`config.mk`:
```
export PLATFORM = sky130hd
export DESIGN_NAME = not_neg_sequencer
export DESIGN_NICKNAME = d
export VERILOG_FILES = /design/src/rtl/not_neg_sequencer.sv
export SDC_FILE = /design/constraint.sdc
export NUM_CORES = 1
export LEC_CHECK = 0
export BUFFER_PORTS_ARGS = -buffer_cell sky130_fd_sc_hd__buf_2
export CAP_MARGIN = 30
export CORE_MARGIN = 5
export CORE_UTILIZATION = 39
export CTS_CLUSTER_SIZE = 40
export DETAILED_ROUTE_END_ITERATION = 6
export PLACE_DENSITY = 0.85
export REMOVE_ABC_BUFFERS = 1
export SLEW_MARGIN = 5
export SYNTH_ARGS = -nofsm -noshare
export SYNTH_HDL_FRONTEND = slang
export SYNTH_SLANG_ARGS = --single-unit
```
`constraint.sdc`:
```
create_clock -name clk -period 2.5 [get_ports clk]
set_clock_uncertainty 0.05 [all_clocks]
set_input_delay 0.5 -clock clk [delete_from_list [all_inputs] [get_ports clk]]
set_output_delay 0.5 -clock clk [all_outputs]
set_load 0.02 [all_outputs]
```
`src/rtl/not_neg_sequencer.sv`:
```
`default_nettype none
// ============================================================================
// Module   : not_neg_sequencer
// Brief    : Hardwired fetch/decode/execute controller for the NOT/NEG
//            register-to-register datapath; counts retirements, traps bad opcodes.
// Revision : 1.0  initial release
// ============================================================================
module not_neg_sequencer #(
    parameter logic [4:0] OP_NEG = 5'b10000,
    parameter logic [4:0] OP_NOT = 5'b10001
) (
    input  logic        clk,
    input  logic        clr,
    input  logic        start,
    input  logic        mem_ready,
    input  logic [31:0] ir_in,
    output logic        pc_out,
    output logic        mdr_out,
    output logic        zlo_out,
    output logic [15:0] r_out,
    output logic        mar_in,
    output logic        pc_increment,
    output logic        mdr_read,
    output logic        mdr_enable,
    output logic        ir_enable,
    output logic        y_enable,
    output logic        zlo_enable,
    output logic [15:0] r_enable,
    output logic [4:0]  op_code,
    output logic        busy,
    output logic        done,
    output logic        illegal,
    output logic [7:0]  retired
);

    typedef enum logic [2:0] {
        S_IDLE  = 3'd0,
        S_T0    = 3'd1,
        S_T1    = 3'd2,
        S_T2    = 3'd3,
        S_T3    = 3'd4,
        S_T4    = 3'd5,
        S_DONE  = 3'd6,
        S_FAULT = 3'd7
    } state_t;

    state_t      r_state_q;
    state_t      w_state_d;
    logic        r_illegal_q;
    logic        w_illegal_d;
    logic [7:0]  r_retired_q;
    logic [7:0]  w_retired_d;

    logic [4:0]  w_opcode;
    logic [3:0]  w_ra;
    logic [3:0]  w_rb;
    logic        w_legal;
    logic        w_ir_unused;

    assign w_opcode    = ir_in[31:27];
    assign w_ra        = ir_in[26:23];
    assign w_rb        = ir_in[22:19];
    assign w_ir_unused = ^ir_in[18:0];
    assign w_legal     = (w_opcode == OP_NEG) || (w_opcode == OP_NOT);

    always_ff @(posedge clk or posedge clr) begin
        if (clr) begin
            r_state_q   <= S_IDLE;
            r_illegal_q <= 1'b0;
            r_retired_q <= 8'd0;
        end else begin
            r_state_q   <= w_state_d;
            r_illegal_q <= w_illegal_d;
            r_retired_q <= w_retired_d;
        end
    end

    // Strobes decode from the registered state only, so an async clr drops them at once.
    always_comb begin
        w_state_d    = r_state_q;
        w_illegal_d  = r_illegal_q;
        w_retired_d  = r_retired_q;
        pc_out       = 1'b0;
        mdr_out      = 1'b0;
        zlo_out      = 1'b0;
        r_out        = 16'd0;
        mar_in       = 1'b0;
        pc_increment = 1'b0;
        mdr_read     = 1'b0;
        mdr_enable   = 1'b0;
        ir_enable    = 1'b0;
        y_enable     = 1'b0;
        zlo_enable   = 1'b0;
        r_enable     = 16'd0;
        op_code      = 5'd0;
        busy         = 1'b0;
        done         = 1'b0;

        case (r_state_q)
            S_IDLE: begin
                if (start) begin
                    w_state_d = S_T0;
                end
            end
            S_T0: begin
                busy         = 1'b1;
                pc_out       = 1'b1;
                mar_in       = 1'b1;
                pc_increment = 1'b1;
                w_state_d    = S_T1;
            end
            S_T1: begin
                busy       = 1'b1;
                mdr_read   = 1'b1;
                mdr_enable = 1'b1;
                if (mem_ready) begin
                    w_state_d = S_T2;
                end
            end
            S_T2: begin
                busy      = 1'b1;
                mdr_out   = 1'b1;
                ir_enable = 1'b1;
                w_state_d = S_T3;
            end
            S_T3: begin
                busy = 1'b1;
                if (w_legal) begin
                    r_out      = 16'd1 << w_rb;
                    op_code    = w_opcode;
                    zlo_enable = 1'b1;
                    w_state_d  = S_T4;
                end else begin
                    w_illegal_d = 1'b1;
                    w_state_d   = S_FAULT;
                end
            end
            S_T4: begin
                busy      = 1'b1;
                zlo_out   = 1'b1;
                r_enable  = 16'd1 << w_ra;
                w_state_d = S_DONE;
            end
            S_DONE: begin
                busy        = 1'b1;
                done        = 1'b1;
                w_retired_d = r_retired_q + 8'd1;
                w_state_d   = start ? S_T0 : S_IDLE;
            end
            S_FAULT: begin
                w_state_d = S_FAULT;
            end
            default: begin
                w_state_d = S_IDLE;
            end
        endcase
    end

    assign illegal = r_illegal_q;
    assign retired = r_retired_q;

endmodule
`default_nettype wire

```
==> results by group, run 1 <==
Status
  • Status: complete, no violations

Global route
  • Gr ovfl total: 0
  • Vias in the first global route: 889
  • All-layer global routing usage: 13.49%
  • Largest net degree at the start of global routing: 16
  • Initial antenna violation count: 0
  • Global-route wire length before repair: 3829 um

Logic synthesis
  • EDFF count, synth: 0
  • Mapped Cells: 124
  • Register bit count reported by yosys: 12
  • Synthesis Warnings: 0
  • Synthesized area: ~980 um^2
  • Yosys cell types: 33
  • Post-synth top flop: dfrtp_1
  • Syn_area_per_cell: just under 8 um^2
  • Ys async rst share: 100.0%
  • Seq/Total Area, Yosys: between 30 and 40%

Floorplanning
  • Core footprint: 0.002432 mm^2
  • Initial Utilization: 40.33%
  • I/O pins: 94
  • Vert. Die Dim: approximately 60 um
  • Cell Rows: 18
  • Die W: 60.15 um
  • Die area: 0.003618 mm^2

Run
  • Max-cap check violation count: 0

Timing
  • Period utilization: 89.22%
  • Final min period: 2.231 ns
  • Setup violators final: 0
  • Final Hold Fails: 0
  • RSZ-0062 raised after global routing: no
  • Slew Viols, Final: 0
  • Hold WS: 0.1701 ns
  • Peak Freq: 448.3 MHz
  • Setup TNS: 0 ns

Clock network
  • Root buffer cell: clkbuf_4
  • H-tree levels: 1
  • Hold buffer count at cts: 0
  • CTS tree: built
  • Post CTS Setup Buffer Count: 0
  • Clock sink count: 12
  • Clock buffer depth: 2
  • Post_cts resized: 0
  • Worst skew pair latency: 0.26 ns
  • Total CTS buffers: 3
  • Reg clk slew, reported paths: 0.07 ns

Worst setup path
  • Startpoint Class: primary input
  • Slowest stage delay, CP: between 0.4 and 0.5 ns
  • Worst Path Max Fanout: 7
  • Arrival @ worst endpoint: around 1.7 ns
  • CP max stage cell: nor4b_4
  • Most common cell on crit path: buf_2
  • RR Startpoint: r_state_q[0]
  • Critical path buffer and inverter count: 2
  • Setup CP Type: in2out
  • Crit. End Element: primary output
  • R2R depth: 4
  • RR Endpoint: retired[7]
  • Critical Path RT: 1.95 ns
  • Worst-path cell chain: buf_2 -> nor4b_4 -> nand4b_1 -> nor3_1 -> buf_2
  • FF-to-FF setup slack: approximately 1.2 ns
  • Family with the most delay on the worst path: simple AND/OR/NAND/NOR gates

Finish
  • Area growth, synth to finish: 36.99%
  • Fillers: 247
  • Diodes inserted: 0
  • Share of cells above drive strength 1: between 40 and 50%
  • Final net count: 228

Detailed routing
  • Wire per inst: about 12 um
  • Vias/cell: 4.782
  • Final wirelength: 2593 um
  • Total number of vias: about 1100
  • DRC errors left: 0
  • Detail Route Antenna Nets: 0
  • DRT iter0 DRCs: 41
  • First-pass DRT Iterations: 4

Power
  • Cell Pwr Density: 856.3 mW/mm^2
  • Leak: 0.7626 nW
  • Worst-case vdd ir drop: 0.0007962 V

Min path
  • Worst hold path class: in2async

Place
  • I/O Buffers: 70
  • Post-DP HPWL: 2090 um
  • RePlAce Congestion: 0.6983
==> layer usage <==
layer / vias to the layer above / track usage, % / routed length [um]
met5: - / 0 / 0
met4: 0 / 3.797 / 0
met3: 0 / 2.160 / 177
met2: 33 / 24.85 / 1420
met1: 469 / 15.84 / 994
li1: 550 / - / -
==> cells in the final DEF, fill, tap and decap left out, types with 2 or more instances in the layout <==
cell | Yosys | layout
and3_1 | 2 | 2
buf_2 | 1 | 70
buf_4 | 9 | 3
clkbuf_4 | 0 | 3
conb_1 | 1 | 4
dfrtp_1 | 12 | 12
inv_1 | 3 | 3
nand2_1 | 9 | 9
nand2b_1 | 7 | 7
nand3_1 | 6 | 6
nand4_1 | 2 | 2
nand4b_1 | 2 | 2
nor2_1 | 22 | 22
nor2b_1 | 2 | 2
nor3_1 | 18 | 18
nor4_1 | 2 | 2
o22ai_1 | 2 | 2
xnor2_1 | 3 | 3
xor2_1 | 4 | 4
==> cells in the mapped netlist (3+ instances only) <==
cell,instances,area share (%)
xor2_1,4,3.6
nor3_1,18,9.2
buf_4,9,6.9
nor2_1,22,8.4
xnor2_1,3,2.7
nand2_1,9,3.4
dfrtp_1,12,31
nand3_1,6,3.1
inv_1,3,1.1
nand2b_1,7,4.5
clkbuf_1,3,1.1
==> kinds of logic (layout without fill, tap and decap cells) <==
kind of cell / count (synthesis) / after routing / share of synthesized area (%)
AOI/OAI and AO/OA: 4 / 4 / 2.934
muxes: 1 / 1 / 1.148
DFF: 12 / 12 / 30.61
adders and majority gates: 1 / 1 / 1.275
other: 1 / 4 / 0.3823
buffers and inverters: 17 / 80 / 10.84
xor gates and xnor gates: 7 / 7 / 6.250
and+or+nand+nor: 81 / 81 / 46.56
==> worst max-delay path by stage <==
stage / from / cells past startpoint / end / slack, ns
6_report: ir_in[28] / 5 / r_out[2] / 0.27
5_1_grt: r_state_q[0] / 4 / r_out[2] / 0.14
4_1_cts: r_state_q[0] / 4 / r_out[2] / 0.27
3_5_place_dp: ir_in[28] / 5 / r_out[4] / 0.28
3_3_place_gp: ir_in[28] / 5 / r_out[2] / 0.29
2_1_floorplan: r_state_q[0] / 1 / mar_in / 0.02
==> area by class of cell <==
| type | instances | area [um^2] | share of cell area, % |
|---|---|---|---|
| Inverter | 3 | 11.26 | 0.8380 |
| Multi-Input combinational cell | 98 | 585.6 | 43.58 |
| Sequential cell | 12 | 300.3 | 22.35 |
| Clock buffer | 4 | 36.28 | 2.700 |
| Tap cell | 30 | 37.54 | 2.793 |
| Timing Repair Buffer | 73 | 372.9 | 27.75 |
==> flip-flops by register name, indices dropped and copies added (netlist names), named ones only <==
| register | flops |
|---|---|
| r_state_q | 2 |
| retired | 8 |
| illegal | 1 |
==> per-stage QoR <==
step                      worst slack [ns]  utilization (%)  cell area (um^2)  power [mW]  instances
after global placement              0.2867            53.76              1308      0.9982        216
after detailed placement            0.2755            53.76              1308       1.012        216
after CTS                           0.2660            55.25              1344       1.170        220
after global routing                0.1357            55.25              1344       1.251        220
after floorplan                    0.01620                -             897.1      0.7690        113
final                               0.2695            55.25              1344       1.151        220
==> report_power, final <==
group          total, mW  switching (mW)  internal, mW
Sequential         0.333          0.0673         0.266
Clock              0.149          0.0610        0.0884
Combinational      0.668           0.415         0.253
No activity file was read; power rests on OpenSTA's default activity.
==> inputs of run 2 (changes only) <==
--- a/config.mk
+++ b/config.mk
@@ -5,13 +5,15 @@
 export SDC_FILE = /design/constraint.sdc
 export NUM_CORES = 1
 export LEC_CHECK = 0
+export ABC_AREA = 1
 export BUFFER_PORTS_ARGS = -buffer_cell sky130_fd_sc_hd__buf_2
 export CAP_MARGIN = 30
 export CORE_MARGIN = 5
-export CORE_UTILIZATION = 39
+export CORE_UTILIZATION = 40
 export CTS_CLUSTER_SIZE = 40
 export DETAILED_ROUTE_END_ITERATION = 6
-export PLACE_DENSITY = 0.85
+export HOLD_SLACK_MARGIN = 0.06
+export PLACE_DENSITY = 0.84
 export REMOVE_ABC_BUFFERS = 1
 export SLEW_MARGIN = 5
 export SYNTH_ARGS = -nofsm -noshare
==> run 2 against run 1 <==
Compared with the run above: clock power is 3% higher; die area is 6.3% higher; first-iteration DRC count up 63%; total power decreased by 0.48%; global-route usage rose by 1.1 points; largest power group unchanged; highest routed layer is now met4.
==> results by group, run 2 <==
Status
  • Status: complete, no violations

Floorplanning
  • Initial Utilization: 42.91% (+2.6 points)
  • Cell Rows: 18 (unchanged)
  • Vert. Die Dim: 62.02 um (+3.1%)
  • Die area: 0.003846 mm^2 (+6.3%)
  • Core footprint: 0.002522 mm^2 (+3.7%)
  • Die W: 62.02 um (+3.1%)
  • I/O pins: 94 (unchanged)

Clock network
  • Reg clk slew, reported paths: 0.08 ns (about the same)
  • CTS tree: built
  • Root buffer cell: clkbuf_4
  • Hold buffer count at cts: 0 (unchanged)
  • Post CTS Setup Buffer Count: 0 (unchanged)
  • H-tree levels: 1 (unchanged)
  • Post_cts resized: 0 (unchanged)
  • Total CTS buffers: 3 (unchanged)
  • Worst skew pair latency: 0.28 ns (+0.02 ns)
  • Clock buffer depth: 2 (unchanged)
  • Clock sink count: 12 (unchanged)

Finish
  • Layout Utilization: 57.49% (+2.2 points)
  • Final net count: 265 (+16%)
  • Max FFs per register: 8 (unchanged)
  • Commonest cells after routing, fill and taps aside: buf_2 (70), nor2_1 (39), nand2_1 (27)
  • Seq. cell area: 300.3 um^2 (unchanged)
  • Commonest non-fill, non-tap cell in the layout: buf_2
  • Diodes inserted: 0 (unchanged)
  • Area of the multi-input gates: 643.1 um^2 (+9.8%)
  • Share of cells above drive strength 1: 40.09% (-3.6 points)
  • Non-Filler Instances: 257 (+17%)
  • Area growth, synth to finish: 33.99%
  • Fillers: 254 (+2.8%)

Detailed routing
  • First-pass DRT Iterations: 4 (unchanged)
  • DRC errors left: 0 (unchanged)
  • Detail Route Antenna Nets: 0 (unchanged)
  • Total number of vias: 1201 (+14%)
  • Vias/cell: 4.673 (-2.3%)
  • Wire per inst: 10.71 um (-9.1%)
  • Final wirelength: 2752 um (+6.1%)
  • DRT iter0 DRCs: 67 (+63%)

Global route
  • Global-route wire length before repair: 4278 um (+12%)
  • Vias in the first global route: 1009 (+13%)
  • All-layer global routing usage: 14.58% (+1.1 points)
  • Routing usage on met3: 2.273% (+0.11 points)
  • Gr ovfl total: 0 (unchanged)
  • Initial antenna violation count: 0 (unchanged)
  • Met2 usage: 24.11% (-0.73 points)
  • Met1 GRT Util: 19.44% (+3.6 points)
  • Largest net degree at the start of global routing: 13 (-3)
  • Busiest layer in global routing: met2

Timing
  • Peak Freq: 473.3 MHz (+5.6%)
  • Final min period: 2.113 ns (-0.1177 ns)
  • Setup violators final: 0 (unchanged)
  • Final Hold Fails: 0 (unchanged)
  • Setup ws final: 0.3872 ns (+0.1177 ns)
  • Hold WS: 0.1690 ns (-0.001114 ns)
  • Slew Viols, Final: 0 (unchanged)
  • Period utilization: 84.51% (-4.7 points)
  • Setup TNS: 0 ns (unchanged)
  • RSZ-0062 raised after global routing: no

Worst setup path
  • Worst Path Max Fanout: 8 (+1)
  • Setup CP Type: reg2out
  • Worst-path cell chain: inv_2 -> nand3_4 -> nor2_8 -> nand2_4 -> nor2_1 -> buf_2
  • Arrival @ worst endpoint: 1.56 ns (-0.12 ns)
  • Slowest stage delay, CP: 0.46 ns (+0.03 ns)
  • CP max stage cell: dfrtp_1
  • Startpoint Class: register
  • Crit. End Element: primary output
  • Critical Path RT: 1.95 ns (about the same)

Logic synthesis
  • Syn_area_per_cell: 6.807 um^2 (-14%)
  • Synthesized area: 0.001082 mm^2 (+10%)
  • Seq/Total Area, Yosys: 27.75% (-2.9 points)
  • Synth cell count leaders: nor2_1 (39), nand2_1 (27), nand3_1 (21), inv_1 (18), dfrtp_1 (12)
  • Synth area leader: dfrtp_1
  • Post-synth top flop: dfrtp_1
  • Register bit count reported by yosys: 12 (unchanged)
  • Mapped Cells: 159 (+28%)
  • Synthesis Warnings: 0 (unchanged)
  • Yosys cell types: 25 (-24%)
  • Ys async rst share: 100.0% (unchanged)
  • Top cell type's share of synthesized area: 27.75% (-2.9 points)
  • Top post-synthesis cells by area: dfrtp_1 (28%), nor2_1 (14%), nand3_1 (9.7%)
  • EDFF count, synth: 0 (unchanged)
  • Most frequent cell after synthesis: nor2_1

Place
  • I/O Buffers: 70 (unchanged)
  • Placed Cells: 253 (+17%)
  • RePlAce Congestion: 0.7920 (+13%)
  • Pre-CTS setup slack: 0.5466 ns (+0.2712 ns)
  • Post-DP HPWL: 2280 um (+9.1%)

Power
  • Leak: 0.8909 nW (+17%)
  • Worst-case vdd ir drop: 0.0007327 V (-8.0%)
  • Cell Pwr Density: 789.6 mW/mm^2 (-7.8%)

Run
  • Max-cap check violation count: 0 (unchanged)

Min path
  • Worst hold path class: in2async
==> run 2: path summary, 6_finish.rpt <==
| path | from | end | slack (ns) | cells past startpoint |
|---|---|---|---|---|
| worst max-delay path | r_state_q[1] | r_out[12] | 0.39 | 6 |
| worst min-delay path | clr | retired[7] | 0.17 | 2 |
| worst max register to register | register | retired[4] | 1.25 | 5 |
| worst min register to register | illegal | illegal | 0.42 | 2 |
| max in group asynchronous | clr | retired[2] | 1.92 | 2 |
| min in group clk | illegal | illegal | 0.42 | 2 |
==> run 2: worst max-delay path: cells and delay by family (launching register included) <==
family                 cells  cell delay, ns
flip-flops                 1            0.46
AND/OR/NAND/NOR            4            0.49
buffers and inverters      2            0.33
==> run 2: cell type report <==
cell class | count | area share [%]
Tap cell | 30 | 2.588
Sequential cell | 12 | 20.71
Timing Repair Buffer | 70 | 24.16
Multi-Input combinational cell | 119 | 44.35
Clock buffer | 4 | 2.502
Inverter | 22 | 5.695
==> run 2: through the flow <==
stage                     power (mW)  area (um^2)
after global placement        0.9822         1414
after floorplan               0.7967         1026
after CTS                      1.158         1450
final                          1.145         1450
after global routing           1.242         1450
after detailed placement       1.000         1414
==> run 2: cell families (layout without fill, tap and decap cells) <==
logic type,count (synthesis),after routing,share of synthesized area (%)
adders and majority gates,1,1,1.156
xor gates and xnor gates,3,3,2.428
other,1,4,0.3465
and+or+nand+nor,104,104,50.52
buffers and inverters,31,96,13.87
DFF,12,12,27.75
AOI/OAI and AO/OA,7,7,3.931
==> run 2: where the power goes <==
part	internal (mW)	leakage, nW	total (mW)	switching [mW]
Sequential	0.255	0.149	0.354	0.0987
Combinational	0.198	0.720	0.638	0.441
Clock	0.0886	0.0210	0.153	0.0646
Total	0.541	0.891	1.15	0.604
==> run 2: per-layer routing <==
metal  vias up  routed length [um]
met5         -                   0
met4         0                  35
met3         4                 284
met2        54                1310
met1       513                1120
li1        630                   -
